`src/rtl/memory_stage_pkg.sv`:
```
// Shared types for the memory stage: pipeline payloads, stage control,
// access widths and the bus FSM state encoding.
package pack;

  typedef enum logic [1:0] {
    MEM_BYTE = 2'd0,
    MEM_HALF = 2'd1,
    MEM_WORD = 2'd2
  } memoryWidth_;

  typedef enum logic [1:0] {
    IDLE,
    WAIT,
    DONE,
    DRAIN
  } memoryState_;

  typedef struct packed {
    logic stall;
    logic flush;
  } control;

  typedef struct packed {
    logic [31:0] programCounter;
    logic [31:0] programCounterPlus4;
    logic [4:0]  destinationRegister;
    logic [31:0] result;
    logic [31:0] storeData;
    logic [1:0]  writebackType;
    logic        memoryReadEnable;
    logic        memoryWriteEnable;
    memoryWidth_ memoryWidth;
    logic        memorySigned;
    logic        valid;
    logic        illegal;
  } executeMemoryPayload_;

  typedef struct packed {
    logic [31:0] programCounter;
    logic [31:0] programCounterPlus4;
    logic [4:0]  destinationRegister;
    logic [31:0] result;
    logic [31:0] loadData;
    logic [1:0]  writebackType;
    logic        valid;
    logic        illegal;
    logic        misaligned;
  } memoryWritebackPayload_;

endpackage

```
`src/rtl/memory_stage_if.sv`:
```
// Data-memory request/response bus: one outstanding request, response is a
// single-cycle pulse per accepted request.
interface memory_stage_if;
  logic        dmemRequestValid;
  logic        dmemRequestReady;
  logic        dmemRequestWrite;
  logic [31:0] dmemAddress;
  logic [31:0] dmemWriteData;
  logic [3:0]  dmemByteEnable;
  logic        dmemResponseValid;
  logic [31:0] dmemReadData;

  modport master (
    output dmemRequestValid, dmemRequestWrite, dmemAddress, dmemWriteData, dmemByteEnable,
    input  dmemRequestReady, dmemResponseValid, dmemReadData
  );

  modport slave (
    input  dmemRequestValid, dmemRequestWrite, dmemAddress, dmemWriteData, dmemByteEnable,
    output dmemRequestReady, dmemResponseValid, dmemReadData
  );
endinterface

```
`src/rtl/memory_stage_align.sv`:
```
// Combinational lane steering: store replication and byte enables, load
// extraction with sign/zero extension, and the width-based alignment check.
module load_store_align
  import pack::*;
(
  input  logic [31:0] address,
  input  logic [31:0] storeData,
  input  memoryWidth_ width,
  input  logic        isSigned,
  input  logic [31:0] readData,
  output logic [31:0] writeData,
  output logic [3:0]  byteEnable,
  output logic [31:0] loadData,
  output logic        misaligned
);
  logic [1:0]  offset;
  logic [31:0] shifted;

  assign offset  = address[1:0];
  assign shifted = readData >> {offset, 3'b000};

  always_comb begin
    writeData  = storeData;
    byteEnable = 4'b1111;
    loadData   = shifted;
    misaligned = 1'b0;
    case (width)
      MEM_BYTE: begin
        writeData  = {4{storeData[7:0]}};
        byteEnable = 4'b0001 << offset;
        loadData   = {{24{isSigned & shifted[7]}}, shifted[7:0]};
      end
      MEM_HALF: begin
        writeData  = {2{storeData[15:0]}};
        byteEnable = 4'b0011 << offset;
        loadData   = {{16{isSigned & shifted[15]}}, shifted[15:0]};
        misaligned = offset[0];
      end
      default: misaligned = (offset != 2'b00);
    endcase
  end
endmodule

```
`src/rtl/memory_stage.sv`:
```
// Memory pipeline stage: issues one data-memory access at a time, stalls the
// pipe while it is in flight, and registers the aligned result for writeback.
module memory_stage
  import pack::*;
(
  input  logic                   clock,
  input  logic                   reset,
  input  executeMemoryPayload_   executeMemoryPayload,
  input  control                 memoryWritebackControl,
  output memoryWritebackPayload_ memoryWritebackPayload,
  output logic                   memoryStallRequest,
  memory_stage_if.master         dmem
);
  memoryState_            state, nextState;
  memoryWritebackPayload_ nextPayload;
  logic [31:0] loadBuffer, alignedLoad, alignedWrite, freshLoad;
  logic [3:0]  alignedEnable;
  logic        widthMisaligned, memoryOperation, misaligned, accessNeeded;
  logic        stall, flush, response, loadOutput, useBuffer, captureBuffer;

  load_store_align align (
    .address   (executeMemoryPayload.result),
    .storeData (executeMemoryPayload.storeData),
    .width     (executeMemoryPayload.memoryWidth),
    .isSigned  (executeMemoryPayload.memorySigned),
    .readData  (dmem.dmemReadData),
    .writeData (alignedWrite),
    .byteEnable(alignedEnable),
    .loadData  (alignedLoad),
    .misaligned(widthMisaligned)
  );

  assign stall           = memoryWritebackControl.stall;
  assign flush           = memoryWritebackControl.flush;
  assign response        = dmem.dmemResponseValid;
  assign memoryOperation = executeMemoryPayload.memoryReadEnable | executeMemoryPayload.memoryWriteEnable;
  assign misaligned      = memoryOperation & widthMisaligned;
  assign accessNeeded    = executeMemoryPayload.valid & ~executeMemoryPayload.illegal
                         & memoryOperation & ~misaligned;
  assign freshLoad       = (accessNeeded & executeMemoryPayload.memoryReadEnable) ? alignedLoad : '0;

  // Request fields are held at zero whenever no request is being presented.
  assign dmem.dmemRequestWrite = dmem.dmemRequestValid & executeMemoryPayload.memoryWriteEnable;
  assign dmem.dmemAddress      = dmem.dmemRequestValid ? {executeMemoryPayload.result[31:2], 2'b00} : '0;
  assign dmem.dmemWriteData    = dmem.dmemRequestValid ? alignedWrite : '0;
  assign dmem.dmemByteEnable   = dmem.dmemRequestWrite ? alignedEnable : 4'b0000;

  always_comb begin
    nextState             = state;
    dmem.dmemRequestValid = 1'b0;
    memoryStallRequest    = 1'b0;
    loadOutput            = 1'b0;
    useBuffer             = 1'b0;
    captureBuffer         = 1'b0;
    if (!reset) begin
      case (state)
        IDLE: begin
          dmem.dmemRequestValid = accessNeeded;
          memoryStallRequest    = accessNeeded;
          loadOutput            = ~accessNeeded & ~stall;
          // An access accepted in the same cycle as a flush still owes a response.
          if (accessNeeded && dmem.dmemRequestReady) nextState = flush ? DRAIN : WAIT;
        end
        WAIT: begin
          memoryStallRequest = ~response;
          if (response) begin
            captureBuffer = 1'b1;
            loadOutput    = ~stall;
            nextState     = (stall && !flush) ? DONE : IDLE;
          end else if (flush) begin
            nextState = DRAIN;
          end
        end
        DONE: begin
          useBuffer  = 1'b1;
          loadOutput = ~stall;
          if (!stall || flush) nextState = IDLE;
        end
        DRAIN: begin
          memoryStallRequest = 1'b1;
          if (response) nextState = IDLE;
        end
        default: nextState = IDLE;
      endcase
    end
  end

  always_comb begin
    nextPayload                     = '0;
    nextPayload.programCounter      = executeMemoryPayload.programCounter;
    nextPayload.programCounterPlus4 = executeMemoryPayload.programCounterPlus4;
    nextPayload.destinationRegister = executeMemoryPayload.destinationRegister;
    nextPayload.result              = executeMemoryPayload.result;
    nextPayload.loadData            = useBuffer ? loadBuffer : freshLoad;
    nextPayload.writebackType       = executeMemoryPayload.writebackType;
    nextPayload.valid               = executeMemoryPayload.valid;
    nextPayload.illegal             = executeMemoryPayload.illegal;
    nextPayload.misaligned          = misaligned;
  end

  always_ff @(posedge clock) begin
    if (reset) begin
      state                  <= IDLE;
      loadBuffer             <= '0;
      memoryWritebackPayload <= '0;
    end else begin
      state <= nextState;
      if (captureBuffer) loadBuffer <= freshLoad;
      if (flush)           memoryWritebackPayload.valid <= 1'b0;
      else if (loadOutput) memoryWritebackPayload       <= nextPayload;
    end
  end
endmodule

```
`src/flat_wrapper.sv`:
```
// flat-port wrapper written by rule: the top's interface ports become plain ports
module memory_stage_flat import pack::*;
  (clock, reset, executeMemoryPayload, memoryWritebackControl, memoryWritebackPayload, memoryStallRequest, dmem_dmemRequestValid, dmem_dmemRequestWrite, dmem_dmemAddress, dmem_dmemWriteData, dmem_dmemByteEnable, dmem_dmemRequestReady, dmem_dmemResponseValid, dmem_dmemReadData);
  memory_stage_if dmem_i ();
  input  logic clock;
  input  logic reset;
  input  executeMemoryPayload_ executeMemoryPayload;
  input  control memoryWritebackControl;
  output memoryWritebackPayload_ memoryWritebackPayload;
  output logic memoryStallRequest;
  output wire logic [$bits(dmem_i.dmemRequestValid)-1:0] dmem_dmemRequestValid;
  output wire logic [$bits(dmem_i.dmemRequestWrite)-1:0] dmem_dmemRequestWrite;
  output wire logic [$bits(dmem_i.dmemAddress)-1:0] dmem_dmemAddress;
  output wire logic [$bits(dmem_i.dmemWriteData)-1:0] dmem_dmemWriteData;
  output wire logic [$bits(dmem_i.dmemByteEnable)-1:0] dmem_dmemByteEnable;
  input wire logic [$bits(dmem_i.dmemRequestReady)-1:0] dmem_dmemRequestReady;
  input wire logic [$bits(dmem_i.dmemResponseValid)-1:0] dmem_dmemResponseValid;
  input wire logic [$bits(dmem_i.dmemReadData)-1:0] dmem_dmemReadData;
  assign dmem_dmemRequestValid = dmem_i.dmemRequestValid;
  assign dmem_dmemRequestWrite = dmem_i.dmemRequestWrite;
  assign dmem_dmemAddress = dmem_i.dmemAddress;
  assign dmem_dmemWriteData = dmem_i.dmemWriteData;
  assign dmem_dmemByteEnable = dmem_i.dmemByteEnable;
  assign dmem_i.dmemRequestReady = dmem_dmemRequestReady;
  assign dmem_i.dmemResponseValid = dmem_dmemResponseValid;
  assign dmem_i.dmemReadData = dmem_dmemReadData;
  memory_stage u_core (.clock(clock), .reset(reset), .executeMemoryPayload(executeMemoryPayload), .memoryWritebackControl(memoryWritebackControl), .memoryWritebackPayload(memoryWritebackPayload), .memoryStallRequest(memoryStallRequest), .dmem(dmem_i));
endmodule
```
`config.mk`:
```
export PLATFORM = sky130hd
export DESIGN_NAME = memory_stage_flat
export DESIGN_NICKNAME = d
export VERILOG_FILES = /design/src/rtl/memory_stage_pkg.sv /design/src/rtl/memory_stage_if.sv /design/src/rtl/memory_stage_align.sv /design/src/rtl/memory_stage.sv /design/src/flat_wrapper.sv
export SDC_FILE = /design/constraint.sdc
export NUM_CORES = 1
export LEC_CHECK = 0
export BUFFER_PORTS_ARGS = -buffer_cell sky130_fd_sc_hd__clkbuf_2
export CAP_MARGIN = 0
export CORE_AREA = 2 2 151 153
export DETAILED_ROUTE_END_ITERATION = 12
export DIE_AREA = 0 0 153 155
export RECOVER_POWER = 50
export SLEW_MARGIN = 10
export SYNTH_ARGS = -nofsm -noshare
export SYNTH_HDL_FRONTEND = slang
export SYNTH_SLANG_ARGS = --single-unit
export TNS_END_PERCENT = 5
```
`constraint.sdc`:
```
create_clock -name clock -period 3.06 [get_ports clock]
set_clock_uncertainty 0.2 [all_clocks]
set_input_delay 0.459 -clock clock [delete_from_list [all_inputs] [get_ports clock]]
set_output_delay 0.459 -clock clock [all_outputs]
set_load 0.03 [all_outputs]
```
==> results of run 1 <==
==> routing by layer <==
layer | up-vias | global-route usage | share of wire | wire length [um]
met1 | 3831 | 0.3039 | 0.43 | 12370
met4 | 0 | 0.07407 | 0.027 | 757
met5 | - | 0 | 0 | 0
met3 | 38 | 0.06240 | 0.076 | 2167
met2 | 345 | 0.3771 | 0.46 | 13180
li1 | 4213 | - | - | -
==> synth_stat cells, drive strengths merged, types with 6 or more instances <==
| cell | number |
|---|---|
| buf | 42 |
| a221oi | 7 |
| clkbuf | 48 |
| nor2b | 6 |
| nand2b | 9 |
| nand3 | 20 |
| o21ai | 52 |
| nor3 | 12 |
| or4b | 8 |
| o211a | 9 |
| dfxtp | 172 |
| a22o | 7 |
| nor2 | 61 |
| or3 | 8 |
| a211oi | 18 |
| mux2i | 41 |
| nand2 | 303 |
| and2 | 38 |
| a21oi | 153 |
==> area by class of cell <==
class,instances,area [um^2]
clock inverter,15,168.9
antenna,1,2.502
multi-input combinational,777,4026
tap,285,356.6
sequential,172,3443
inverter,5,18.77
timing repair buffer,420,2076
clock buffer,17,425.4
fill,2340,11710
==> registers in the layout, summed over array words and instances, names as in the netlist <==
register and flops:
u_core.state 2, u_core.memoryWritebackPayload 138, u_core.loadBuffer 32
==> final timing paths <==
check / from / endpoint / cells after the start
min reg2reg: u_core.memoryWritebackPayload[118] / u_core.memoryWritebackPayload[118] / 2
max reg2reg: u_core.state[0] / u_core.memoryWritebackPayload[0] / 7
max: executeMemoryPayload[41] / dmem_dmemByteEnable[2] / 6
min: executeMemoryPayload[92] / u_core.memoryWritebackPayload[88] / 3
==> stage by stage <==
step / util / hold WS (ns) / setup WS (ns) / power [mW]
2_1_floorplan: - / 0.2254 / 0.2246 / 2.871
3_3_place_gp: 0.4540 / 0.2334 / 0.2378 / 3.211
3_5_place_dp: 0.4540 / 0.2420 / 0.1552 / 3.213
5_1_grt: 0.4731 / 0.02786 / 0.02834 / 5.560
6_report: 0.4732 / 0.04004 / 0.1783 / 5.314
4_1_cts: 0.4808 / 0.02627 / 0.02833 / 5.390
==> cell families after synthesis <==
logic type	count (synthesis)	synth area share
flops	172	0.4388
mux	43	0.05660
other cells	1	0.0004779
compound gates	255	0.1846
simple gates	477	0.2650
buf+inv	95	0.05453
==> timing repair <==
item                                    in CTS  in global routing
resized for setup                            0                  3
endpoints found under the setup margin       0                 46
buffers inserted                             0                  0
==> worst max-delay path, cell delays in order <==
cell and delay [ns]:
clkbuf_2 0.10, clkbuf_2 0.59, clkinv_1 0.53, a21oi_1 0.26, a21oi_1 0.09, clkbuf_2 0.18
==> power breakdown <==
group          switching [mW]  total [mW]  leakage (nW)  internal [mW]
Clock                    1.06        2.17         0.284           1.10
Sequential             0.0356        2.34          1.40           2.30
Combinational           0.539       0.806          2.77          0.267
==> metrics.csv, run 1 <==
metric;value;unit
max_slew_margin;-0.2995;
final.min_clock_period;2.882;ns
synth_top_area_share;0.4388;
fp.dieH;155;um
yosysSeqAreaShare;0.4388;
drv_cap;1;
core_area;22230;um^2
htreeDepth;4;
drt_iter0_markers;708;
syn_area;7848;um^2
slew_viol_final;92;
initial_utilization;0.3531;
hold_violations;0;
place_hpwl;21.07;mm
die_width;153;um
grt_pass1_vias;7993;
violations;max-capacitance violations, max-slew violations;
grt_max_degree;92;
placedCellCount;1659;
tns;0;ns
syn_avg_cell_area;7.524;um^2
yosysUniqueCellTypes;46;
hold_path.class;in2reg;
synth_ff_type;dfxtp_1;
synth_largest_area_cell;dfxtp_1;
route.detailed.wl_per_inst;16.83;um
cts_buffers;17;
endpoint_kind;primary output;
p_per_area;505.2;nW/um^2
place_area;10090;um^2
final_common_cell;nand2_1;
dr.pass1.iters;5;
arrival;2.22;ns
layout-drive-gt1-share;0.2304;
vias;8427;
vias_per_cell;4.980;
drc;0;
portBuffers;386;
leakage;4.448;nW
path_class;in2out;
detail-route-antenna-nets;0;
grt_pass1_wl;43.98;mm
num_rows;55;
layout_common_cells;nand2_1, clkbuf_2, dfxtp_1;
run_status;finished with violations;
clk_latency;0.43;ns
synth_edf_count;0;
path_max_fanout;33;
synth.area.top_cells;dfxtp_1, nand2_1, a21oi_1;
hold_buffers;0;
setup.worst_path.start_class;input port;
grt_use_total;0.2329;
antenna_found_initial;2;
dieArea;23720;um^2
routed_wl;28.47;mm
overflow;0;
num_io_pins;389;
nets;1573;
cts.sinks;172;
gp_congestion;0.8525;
area_growth;34.02;%
fin_area;10520;um^2
cts.path.max_buffers;2;
min_period_over_period;0.9417;
peakVddDrop;0.0002632;V
final-setup-viol-count;0;
yosys_warnings;0;
fmax;347.0;MHz
instances_no_fill;1692;
rsz0062_at_grt;no;
crit_required;2.40;ns
synth_cells;1043;
clk_pin_slew;0.08;ns
worstMarginPinSlew;1.949;ns
reg2reg_setup_slack;0.77;ns
cts_tree;done;
ys_seq_elements;172;
clock_tree.root_cell;clkbuf_16;
async_flop_share;0;
No activity file was read; power rests on OpenSTA's default activity.
==> run 2, diff against run 1 <==
--- a/config.mk
+++ b/config.mk
@@ -7,9 +7,9 @@
 export LEC_CHECK = 0
 export BUFFER_PORTS_ARGS = -buffer_cell sky130_fd_sc_hd__clkbuf_2
 export CAP_MARGIN = 0
-export CORE_AREA = 2 2 151 153
+export CORE_AREA = 2 2 153 155
 export DETAILED_ROUTE_END_ITERATION = 12
-export DIE_AREA = 0 0 153 155
+export DIE_AREA = 0 0 155 157
 export RECOVER_POWER = 50
 export SLEW_MARGIN = 10
 export SYNTH_ARGS = -nofsm -noshare
==> constraint.sdc (replaced) <==
create_clock -name clock -period 3.4 [get_ports clock]
set_clock_uncertainty 0.2 [all_clocks]
set_input_delay 0.51 -clock clock [delete_from_list [all_inputs] [get_ports clock]]
set_output_delay 0.51 -clock clock [all_outputs]
set_load 0.03 [all_outputs]
==> run 2 against run 1 <==
  * The run now ends clean
  * Non-clock buffer count fell by 6
  * Register-to-register slack improved by 0.02 ns
  * Clock-buffer cell count unchanged
  * Critical endpoint is now memoryStallRequest
==> metrics.csv, run 2 (synthesis results as in run 1) <==
metric;value;unit
setup.worst_path.start_class;input port;
vias_per_cell;5.067;
gp_congestion;0.8293;
slowest_delay;0.76;ns
peakVddDrop;0.0002877;V
cts_setup_buffers;0;
detail-route-antenna-nets;0;
cts.sinks;172;
dieArea;24340;um^2
crit_chain;clkbuf_2 -> clkbuf_2 -> a21oi_1 -> o2111ai_1 -> clkbuf_1 -> a21oi_1 -> clkbuf_2;
routed_wl;28.77;mm
largest_register;u_core.memoryWritebackPayload;
overflow;0;
critPathSlowestCell;clkbuf_2;
slew_viol_final;0;
clk_pin_slew;0.08;ns
worstMarginPinSlew;1.182;ns
portBuffers;386;
crit_top_cell;clkbuf_2;
dr.pass1.iters;5;
fmax;316.1;MHz
crit_required;2.69;ns
path_class;in2out;
cts.path.max_buffers;2;
num_io_pins;389;
die_width;155;um
grt_use_total;0.2235;
hold_buffers;0;
fp.dieH;157;um
final_common_cell;nand2_1;
crit_start;executeMemoryPayload[4];
hp-start;executeMemoryPayload[87];
grt_max_degree;94;
final-setup-viol-count;0;
num_rows;55;
clock_tree.root_cell;clkbuf_16;
p_per_area;467.6;nW/um^2
total_power;4.883;mW
area_growth;33.08;%
arrival;2.45;ns
cts_buffers;17;
hold_violations;0;
layout-drive-gt1-share;0.2229;
grt_pass1_wl;42.39;mm
min_period_over_period;0.9304;
antenna_found_initial;0;
hold_ws;0.09737;ns
largest_reg_flops;138;
clk_latency;0.43;ns
diodes;0;
cts_tree;done;
place_hpwl;21.19;mm
path_delay_family;buffers and inverters;
final.min_clock_period;3.163;ns
crit_buf_inv;4;
drt_iter0_markers;772;
cts-resized-gates;0;
fin_ws;0.2366;ns
endpoint_kind;primary output;
layout_common_cells;nand2_1, clkbuf_2, dfxtp_1;
run_status;complete, no violations;
rsz0062_at_grt;no;
core_area;22500;um^2
vias;8538;
path_max_fanout;47;
route.detailed.wl_per_inst;17.07;um
htreeDepth;4;
drv_cap;0;
drc;0;
grt_pass1_vias;7676;
tns;0;ns
max_slew_margin;0.2123;
fin_util;0.4641;
leakage;4.410;nW
rr_startpoint;u_core.state[0];
hold_path.class;in2reg;
dp_slack;0.4435;ns
initial_utilization;0.3487;
top_regs;u_core.memoryWritebackPayload x138, u_core.loadBuffer x32, u_core.state x2;
nets;1567;
run 2: where the power goes:
group	internal, mW	switching, mW
combinational	0.231	0.488
clock	1.13	0.930
sequential	2.07	0.0321
total	3.43	1.45
run 2: stage by stage:
stage	cell area [um^2]	cells
finish	10440	1685
global route	10440	1685
CTS	10650	1685
detailed placement	10020	1653
global placement	10020	1653
floorplan	7851	1044
run 2: worst paths after layout:
path,endpoint,slack [ns],depth (start not counted)
setup / recovery,memoryStallRequest,0.24,7
hold / removal,u_core.memoryWritebackPayload[83],0.1,3
hold reg to reg,u_core.memoryWritebackPayload[70],0.25,2
setup reg to reg,u_core.memoryWritebackPayload[23],0.79,7
run 2: area by class of cell:
| class | instances | area, um^2 |
|---|---|---|
| Sequential cell | 172 | 3443 |
| Clock buffer | 17 | 425.4 |
| Timing Repair Buffer | 414 | 1998 |
| Multi-Input combinational cell | 777 | 4004 |
| Clock inverter | 15 | 197.7 |
| Tap cell | 285 | 356.6 |
| Fill cell | 2397 | 12060 |
| Inverter | 5 | 18.77 |
run 2: worst reg2reg max path, delay by kind of cell, from the launching register on:
family | cells | cell delay [ns]
buf+inv | 2 | 0.75
simple gates | 2 | 0.58
compound gates | 3 | 0.57
flops | 1 | 0.42
run 2: layer usage:
layer / routed length (um) / vias to the layer above / track usage / part of all wire
li1: - / 4194 / - / -
met1: 12150 / 3906 / 0.2892 / 0.42
met2: 13560 / 401 / 0.3644 / 0.47
met3: 2451 / 37 / 0.05589 / 0.085
met4: 601 / 0 / 0.07584 / 0.021
met5: 0 / - / 0 / 0
